==> src/rtl/alu_pkg.sv <==
// Shared ALU control encodings and widths, used by the ALU decoder and execute stage.
package alu_pkg;

  localparam int XLEN_DEFAULT  = 32;
  localparam int ALU_CTL_WIDTH = 4;
  localparam int SHAMT_W       = 5;

  // Code 4'd15 is deliberately left undefined and reported as illegal.
  typedef enum logic [ALU_CTL_WIDTH-1:0] {
    ALU_ADD   = 4'd0,
    ALU_SUB   = 4'd1,
    ALU_XOR   = 4'd2,
    ALU_OR    = 4'd3,
    ALU_AND   = 4'd4,
    ALU_SLT   = 4'd5,
    ALU_SLTU  = 4'd6,
    ALU_SGE   = 4'd7,
    ALU_SGEU  = 4'd8,
    ALU_SEQ   = 4'd9,
    ALU_SNE   = 4'd10,
    ALU_SLL   = 4'd11,
    ALU_SRL   = 4'd12,
    ALU_SRA   = 4'd13,
    ALU_AUIPC = 4'd14
  } alu_ctl_e;

  function automatic logic is_shift_op(input logic [ALU_CTL_WIDTH-1:0] ctl);
    return (ctl == ALU_SLL) || (ctl == ALU_SRL) || (ctl == ALU_SRA);
  endfunction

endpackage

==> src/rtl/alu_shifter.sv <==
// Shifter for the ALU execute stage: one bit per cycle by default, single-cycle
// barrel shifter when ALU_FAST_SHIFT_EN is defined.
module alu_shifter
  import alu_pkg::*;
#(
  parameter int XLEN = XLEN_DEFAULT
) (
  input  logic                     clk,
  input  logic                     rst,
  input  logic                     start,
  input  logic [ALU_CTL_WIDTH-1:0] kind,
  input  logic [XLEN-1:0]          a,
  input  logic [SHAMT_W-1:0]       shamt,
  output logic [XLEN-1:0]          comb_result,
  output logic [XLEN-1:0]          step_result,
  output logic                     last
);

`ifdef ALU_FAST_SHIFT_EN
  logic unused_seq;
  assign unused_seq = ^{clk, rst, start};

  always_comb begin
    case (kind)
      ALU_SLL: comb_result = a << shamt;
      ALU_SRA: comb_result = $unsigned($signed(a) >>> shamt);
      default: comb_result = a >> shamt;
    endcase
  end

  assign step_result = '0;
  assign last        = 1'b0;
`else
  logic [XLEN-1:0]          val;
  logic [SHAMT_W-1:0]       cnt;
  logic [ALU_CTL_WIDTH-1:0] kind_q;

  always_ff @(posedge clk) begin
    if (rst) begin
      val    <= '0;
      cnt    <= '0;
      kind_q <= ALU_ADD;
    end else if (start) begin
      val    <= a;
      cnt    <= shamt;
      kind_q <= kind;
    end else if (cnt != '0) begin
      val <= step_result;
      cnt <= cnt - SHAMT_W'(1);
    end
  end

  always_comb begin
    case (kind_q)
      ALU_SLL: step_result = {val[XLEN-2:0], 1'b0};
      ALU_SRA: step_result = {val[XLEN-1], val[XLEN-1:1]};
      default: step_result = {1'b0, val[XLEN-1:1]};
    endcase
  end

  // step_result on the cycle cnt==1 is the final shifted value.
  assign last        = (cnt == SHAMT_W'(1));
  assign comb_result = a;
`endif

endmodule

==> src/rtl/alu_exec_stage.sv <==
// ALU execute stage with valid/ready handshakes and a multi-cycle shift path.
// Build option: ALU_FAST_SHIFT_EN selects a single-cycle barrel shifter.
module alu_exec_stage
  import alu_pkg::*;
#(
  parameter int XLEN  = XLEN_DEFAULT,
  parameter int TAG_W = 5
) (
  input  logic                     clk,
  input  logic                     rst,
  input  logic                     in_valid,
  output logic                     in_ready,
  input  logic [ALU_CTL_WIDTH-1:0] in_ctl,
  input  logic [XLEN-1:0]          in_a,
  input  logic [XLEN-1:0]          in_b,
  input  logic [TAG_W-1:0]         in_tag,
  output logic                     out_valid,
  input  logic                     out_ready,
  output logic [XLEN-1:0]          out_result,
  output logic [TAG_W-1:0]         out_tag,
  output logic                     out_illegal
);

  typedef enum logic {S_IDLE, S_SHIFT} state_t;

  state_t           state;
  logic             accept;
  logic             go_shift;
  logic             illegal;
  logic [XLEN-1:0]  alu_res;
  logic [XLEN-1:0]  shift_comb;
  logic [XLEN-1:0]  shift_step;
  logic             shift_last;
  logic [TAG_W-1:0] tag_q;

  // Handshake: a transfer happens on a rising edge where valid && ready;
  // a producer holds its payload stable while valid is high and ready is low.
  assign in_ready = !rst && (state == S_IDLE) && (!out_valid || out_ready);
  assign accept   = in_valid && in_ready;

`ifdef ALU_FAST_SHIFT_EN
  assign go_shift = 1'b0;
`else
  assign go_shift = is_shift_op(in_ctl) && (in_b[SHAMT_W-1:0] != '0);
`endif

  alu_shifter #(.XLEN(XLEN)) u_shifter (
    .clk         (clk),
    .rst         (rst),
    .start       (accept && go_shift),
    .kind        (in_ctl),
    .a           (in_a),
    .shamt       (in_b[SHAMT_W-1:0]),
    .comb_result (shift_comb),
    .step_result (shift_step),
    .last        (shift_last)
  );

  always_comb begin
    alu_res = '0;
    illegal = 1'b0;
    case (in_ctl)
      ALU_ADD, ALU_AUIPC:         alu_res    = in_a + in_b;
      ALU_SUB:                    alu_res    = in_a - in_b;
      ALU_XOR:                    alu_res    = in_a ^ in_b;
      ALU_OR:                     alu_res    = in_a | in_b;
      ALU_AND:                    alu_res    = in_a & in_b;
      ALU_SLT:                    alu_res[0] = $signed(in_a) < $signed(in_b);
      ALU_SLTU:                   alu_res[0] = in_a < in_b;
      ALU_SGE:                    alu_res[0] = $signed(in_a) >= $signed(in_b);
      ALU_SGEU:                   alu_res[0] = in_a >= in_b;
      ALU_SEQ:                    alu_res[0] = in_a == in_b;
      ALU_SNE:                    alu_res[0] = in_a != in_b;
      ALU_SLL, ALU_SRL, ALU_SRA:  alu_res    = shift_comb;
      default:                    illegal    = 1'b1;
    endcase
  end

  always_ff @(posedge clk) begin
    if (rst) begin
      state       <= S_IDLE;
      out_valid   <= 1'b0;
      out_result  <= '0;
      out_tag     <= '0;
      out_illegal <= 1'b0;
      tag_q       <= '0;
    end else begin
      if (out_valid && out_ready) out_valid <= 1'b0;
      case (state)
        S_IDLE: begin
          if (accept) begin
            if (go_shift) begin
              state <= S_SHIFT;
              tag_q <= in_tag;
            end else begin
              out_valid   <= 1'b1;
              out_result  <= alu_res;
              out_tag     <= in_tag;
              out_illegal <= illegal;
            end
          end
        end
        S_SHIFT: begin
          // out_valid is already low here: acceptance required the output slot free.
          if (shift_last) begin
            state       <= S_IDLE;
            out_valid   <= 1'b1;
            out_result  <= shift_step;
            out_tag     <= tag_q;
            out_illegal <= 1'b0;
          end
        end
        default: state <= S_IDLE;
      endcase
    end
  end

endmodule
==> config.mk <==
export PLATFORM = sky130hd
export DESIGN_NAME = alu_exec_stage
export DESIGN_NICKNAME = d
export VERILOG_FILES = /design/src/rtl/alu_pkg.sv /design/src/rtl/alu_shifter.sv /design/src/rtl/alu_exec_stage.sv
export SDC_FILE = /design/constraint.sdc
export NUM_CORES = 1
export LEC_CHECK = 0
export ABC_AREA = 1
export CORE_MARGIN = 10
export CORE_UTILIZATION = 31
export DETAILED_ROUTE_END_ITERATION = 10
export SYNTH_ARGS = -nofsm -noshare
export SYNTH_HDL_FRONTEND = slang
export SYNTH_SLANG_ARGS = --single-unit
==> constraint.sdc <==
create_clock -name clk -period 2.7 [get_ports clk]
set_input_delay 0.54 -clock clk [delete_from_list [all_inputs] [get_ports clk]]
set_output_delay 0.54 -clock clk [all_outputs]
set_load 0.05 [all_outputs]
==> results of run 1 <==
==> metrics by stage <==
stage                     setup WS [ps]  hold WS [ps]  power, mW  util [%]  setup TNS (ps)
after global routing              -74.4           489       6.78      48.8            -210
after floorplan                     445           441       3.21         -               0
after CTS                         -19.9           472       6.20      46.2           -19.9
final                              98.1           471       6.44      48.8               0
after global placement             -634           453       4.77      44.4          -12810
after detailed placement           -609           461       4.77      44.4          -13930
==> Yosys cell counts (3+ instances only) <==
| cell type | count | area share [%] |
|---|---|---|
| nand2_1 | 448 | 16 |
| inv_1 | 286 | 10 |
| nor2_1 | 177 | 6.4 |
| o21ai_0 | 151 | 7.3 |
| a21oi_1 | 149 | 7.2 |
| nand3_1 | 145 | 7.0 |
| ha_1 | 99 | 12 |
| dfxtp_1 | 86 | 17 |
| clkbuf_1 | 46 | 1.7 |
| buf_2 | 22 | 1.1 |
| a221oi_1 | 20 | 1.7 |
| nor3_1 | 20 | 0.97 |
| o221ai_1 | 18 | 1.5 |
| o22ai_1 | 18 | 1.1 |
| a31oi_1 | 11 | 0.66 |
| o21bai_1 | 11 | 0.80 |
| nand4_1 | 10 | 0.60 |
| o221ai_2 | 10 | 1.4 |
| inv_2 | 8 | 0.29 |
| buf_6 | 7 | 0.76 |
| o21ai_1 | 7 | 0.34 |
| o211ai_1 | 6 | 0.43 |
| xor2_1 | 4 | 0.34 |
| a2111oi_2 | 3 | 0.43 |
| nand3b_1 | 3 | 0.22 |
==> registers in the layout, summed over array words and instances (netlist names) <==
signal            cells
u_shifter.val        32
out_illegal           1
out_tag               5
out_result           32
u_shifter.cnt         5
u_shifter.kind_q      4
state                 1
tag_q                 5
out_valid             1
==> repair_timing <==
action,CTS,global route
resized for setup,71,229
setup endpoints to repair,22,27
setup buffers,0,11
hold buffers,0,0
pin swaps,7,41
==> critical path: cells and delay by family <==
| kind | cells | cell delay, ps |
|---|---|---|
| simple gates | 8 | 1060 |
| fa+ha+maj | 1 | 310 |
| compound gates | 1 | 130 |
| buf+inv | 4 | 830 |
==> kinds of logic (layout without fill, tap and decap cells) <==
kind of cell               after synthesis  count (layout)
buffers and inverters                  376             807
and+or+nand+nor                        814             814
xor gates and xnor gates                 6               6
AOI/OAI and AO/OA                      413             413
adders and majority gates              101             101
DFF                                     86              86
other                                    0               1
==> layout make-up <==
cell class                 instances  area, sq um
timing repair buffer             493         4170
sequential                        86         1720
inverter                         298         1120
clock buffer                      11          253
multi-input combinational       1334         8130
tap                              442          553
clock inverter                     5         57.6
fill                            3441        16800
antenna                            1         2.50
==> power groups by stage <==
stage / clock network, mW / registers, mW / logic (mW)
after floorplan: 0 / 1.64 / 1.58
after global placement: 0 / 1.48 / 3.28
after detailed placement: 0 / 1.48 / 3.29
after CTS: 1.37 / 1.46 / 3.37
after global routing: 1.41 / 1.47 / 3.91
final: 1.35 / 1.46 / 3.63
==> routing by layer <==
| layer | up-vias | track usage [%] | wire length, um |
|---|---|---|---|
| li1 | 6711 | - | - |
| met1 | 6486 | 33.3 | 24600 |
| met2 | 430 | 37.2 | 23000 |
| met3 | 47 | 4.30 | 3470 |
| met4 | 0 | 5.60 | 878 |
| met5 | - | 0 | 0 |
==> worst max path at each step <==
stage	start	endpoint	slack [ps]
floorplan	out_valid	u_shifter.val[16]	450
global placement	in_a[12]	out_result[29]	-630
detailed placement	in_a[12]	out_result[29]	-610
CTS	in_a[7]	out_result[0]	-20
global route	in_a[30]	out_result[0]	-70
finish	in_b[14]	out_result[28]	100
==> flow_summary.toml, run 1 <==
[status]
status = "finished clean"

[layout]
final_common_cell = "nand2_1"
final_cell_mix = "nand2_1, buf_4, inv_1"
syn2layout_area_growth_pct = 54.6
fin_nets = 2400
instances_no_fill = 2670
drive_gt1_share_pct = 29.1
final_area_sq_um = 16000

[clocking]
clk_pin_slew_ps = 60
clk_latency_ps = 360
numClockSinks = 86
h-tree-depth = 3
root_buffer = "clkbuf_16"
numCtsBuffers = 9
clockBufferDepth = 2
cts_tree = "yes"

[pwr]
clkPwrFrac_pct = 21.0
pwr-share-comb_pct = 56.4
p_int_mw = 3.59
power.density_nw_per_um2 = 403
leakage_nw = 7.83
power.share.switching_pct = 44.2
vdd_drop_max_mv = 0.358
seq_power_share_pct = 22.6
p_sw_mw = 2.85

[logic_synthesis]
synth_edf_count = 0
avgSynthCellArea_sq_um = 5.77
synth-xor-area-share_pct = 0.507
ys_types = 49
synthAdderAreaFrac_pct = 12.3
syn-num-nets = 1974
ys_seq_area_share_pct = 16.6
synth_ff_type = "dfxtp_1"
syn_inst = 1796
synth_top_family_by_area = "simple AND/OR/NAND/NOR gates"
synth_compound_area_share_pct = 23.7
syn-cell-area_sq_um = 10400
ys_seq_elements = 86
synthMuxAreaShare_pct = 0
synth_warnings = 0
synthSimpleGateAreaFrac_pct = 32.3
synthArstFlopShare_pct = 0

[floorplanning]
coreArea_sq_um = 32800
start_util_pct = 31.6
die_x_um = 203
rows = 66
die_y_um = 203
dieArea_sq_um = 41100
ios = 117

[placed_design]
port_buffers = 116
routabilityCongestion = 0.980
hpwl_um = 41900
placed_cell_area_sq_um = 14600
placed_cells = 2642

[route]
first_iter_violations = 1212
totalWireLength_um = 52000
avgViaCountPerCell = 5.12
dr.pass1.iters = 5
vias = 13700
wl_per_cell_um = 19.5
ant_nets = 0
drc = 0

[timing]
slew_headroom_pct = 57.1
min_period_ps = 2600
hold_viol = 0
max_freq_mhz = 384
rsz0062_at_grt = "yes"
drv_slew = 0
max_slew.worst_pin.slew_ps = 643
fin_skew_ps = 14.3
period_share_pct = 96.4
setup-violations-final = 0

[hold_path]
hold_path_end = "tag_q[3]"
hold_depth = 2
hold_start = "tag_q[3]"
hp-class = "reg -> reg"

[worst_setup_path]
startpoint_type = "input pin"
cpPeakStageDelay_ps = 500
critPathMaxFanout = 6
r2r_setup_slack_ps = 730
reg2reg_from = "out_valid"
reg2reg_to = "out_result[13]"
path_cells = "clkdlybuf4s50_1, inv_1, ha_4, nand2_1, nor2_2, inv_1, buf_4, nor4_2, nand2_1, nand3_1, nand3_1, nand3_2, nand2_2, a21oi_2"
crit_required_ps = 2990
worstPathArrival_ps = 2890
setup.worst_path.end_class = "register"
cpMaxStageDelayCell = "clkdlybuf4s50_1"
rr_worst_depth = 11
critPathKind = "in -> reg"

[global_routing]
antenna_found_initial = 1
overflow = 0
grt_first_pass_wirelength_um = 76900
first_global_vias = 13100
grt_max_degree = 67
track_usage_pct = 23.9

[run]
drv_cap = 0
Note: power is estimated with default switching activity, not from simulation.
==> run 2: changes to the inputs <==
RECOVER_POWER = 25   (was unset)
==> flow_summary.toml, run 2 (synthesized netlist as in run 1, its figures left out) <==
[route]
drc = 0
ant_nets = 0
vias = 13600
first_iter_violations = 1154
wl_per_cell_um = 19.4
totalWireLength_um = 51900
dr.pass1.iters = 6
avgViaCountPerCell = 5.10

[status]
status = "finished clean"

[hold_path]
hold_start = "tag_q[3]"
hold_depth = 2
hold_path_end = "tag_q[3]"
hp-class = "reg -> reg"

[worst_setup_path]
crit_required_ps = 2950
rr_worst_depth = 11
critPathBufInv = 5
worstPathArrival_ps = 2850
cpPeakStageDelay_ps = 490
cpMaxStageDelayCell = "clkdlybuf4s50_1"
startpoint_type = "input pin"
reg2reg_from = "out_valid"
critPathMaxFanout = 4
reg2reg_to = "out_result[13]"
setup.worst_path.end_class = "register"
r2r_setup_slack_ps = 680
cp_top_family = "buffers and inverters"
critPathKind = "in -> reg"
path_cells = "clkdlybuf4s50_1, inv_2, ha_4, buf_4, nand2_1, buf_4, nor2_1, a21oi_1, nand2_2, buf_4, nand2_1, o21ai_0, a21oi_1, nand3_1, nand2_1, a21oi_1"

[global_routing]
first_global_vias = 13100
track_usage_pct = 23.9
antenna_found_initial = 1
grt_max_degree = 67
grt_first_pass_wirelength_um = 76900
overflow = 0

[pwr]
vdd_drop_max_mv = 0.358
power.share.switching_pct = 44.3
clkPwrFrac_pct = 21.0
power.density_nw_per_um2 = 402
seq_power_share_pct = 22.7
p_sw_mw = 2.85
leakage_nw = 7.90
p_int_mw = 3.58
pwr-share-comb_pct = 56.3

[floorplanning]
ios = 117
coreArea_sq_um = 32800
die_y_um = 203
die_x_um = 203
start_util_pct = 31.6
dieArea_sq_um = 41100
rows = 66

[timing]
setup-violations-final = 0
max_freq_mhz = 385
slew_headroom_pct = 58.3
hold_viol = 0
rsz0062_at_grt = "yes"
layout_setup_ws_ps = 99.9
drv_slew = 0
max_slew.worst_pin.slew_ps = 626
fin_skew_ps = 13.9
period_share_pct = 96.3
min_period_ps = 2600

[layout]
multi_input_area_sq_um = 8130
final_common_cell = "nand2_1"
drive_gt1_share_pct = 29.0
fillers = 3442
fin_nets = 2400
instances_no_fill = 2670
final_area_sq_um = 16000
regArea_sq_um = 1720
syn2layout_area_growth_pct = 54.5
final_cell_mix = "nand2_1, buf_4, inv_1"
reg.largest.list = "out_result (32), u_shifter.val (32)"
final_util_pct = 48.8

[placed_design]
placed_cells = 2642
placed_cell_area_sq_um = 14600
pre_cts_ws_ps = -609
hpwl_um = 41900
port_buffers = 116
routabilityCongestion = 0.980

[clocking]
clockBufferDepth = 2
root_buffer = "clkbuf_16"
numClockSinks = 86
clk_pin_slew_ps = 70
postCtsHoldBufs = 0
h-tree-depth = 3
numCtsBuffers = 9
cts_tree = "yes"
clk_latency_ps = 360

[run]
drv_cap = 0
==> run 2: cell count changes in the layout (fill, tap and decap cells not counted) <==
cell and delta:
dlygate4sd3_1 +26, clkdlybuf4s50_1 -26, nor3_2 -1, nor3_1 +1
==> run 2: repair_timing <==
| action | CTS | global route |
|---|---|---|
| endpoints found under the setup margin | 22 | 27 |
| hold endpoints to repair | 0 | 0 |
| buffers inserted | 0 | 11 |
| resized for setup | 71 | 229 |
| pin swaps | 7 | 41 |
==> run 2: area by class of cell <==
type / count / share of cell area, %
multi-input combinational: 1334 / 50.8
sequential: 86 / 10.8
antenna: 1 / 0.0156
tap: 442 / 3.46
timing repair buffer: 493 / 26.0
clock inverter: 5 / 0.360
inverter: 298 / 7.01
clock buffer: 11 / 1.58
==> run 2: worst max-delay path by stage <==
stage	from	end	slack (ps)	depth (start not counted)
2_1_floorplan	out_valid	u_shifter.val[16]	450	12
3_3_place_gp	in_a[12]	out_result[29]	-630	16
3_5_place_dp	in_a[12]	out_result[29]	-610	16
4_1_cts	in_a[7]	out_result[0]	-20	16
5_1_grt	in_a[30]	out_result[0]	-70	15
6_report	in_a[8]	out_result[9]	100	16
==> run 2: worst min-delay path, delay by kind of cell (launching register included) <==
kind	cells	cell delay, ps
AND/OR/NAND/NOR	1	60
flip-flops	1	310
AO/OA/AOI/OAI	1	60
==> run 2: power by group through the flow <==
| stage | combinational [mW] | clock (mW) | sequential [mW] |
|---|---|---|---|
| 5_1_grt | 3.90 | 1.41 | 1.46 |
| 2_1_floorplan | 1.58 | 0 | 1.64 |
| 6_report | 3.62 | 1.35 | 1.46 |
| 3_5_place_dp | 3.29 | 0 | 1.48 |
| 4_1_cts | 3.37 | 1.37 | 1.46 |
| 3_3_place_gp | 3.28 | 0 | 1.48 |
==> run 2: metal layers <==
layer / wire [um] / global-route usage, % / vias to the layer above
met1: 24500 / 33.3 / 6442
met4: 870 / 5.60 / 0
li1: - / - / 6711
met3: 3480 / 4.30 / 47
met5: 0 / 0 / -
met2: 23000 / 37.2 / 421
==> run 2: metrics by stage <==
| step | hold slack (ps) | TNS [ps] | power, mW |
|---|---|---|---|
| CTS | 472 | -19.9 | 6.20 |
| finish | 471 | 0 | 6.43 |
| detailed placement | 461 | -13930 | 4.77 |
| floorplan | 441 | 0 | 3.21 |
| global placement | 453 | -12810 | 4.77 |
| global route | 489 | -210 | 6.77 |
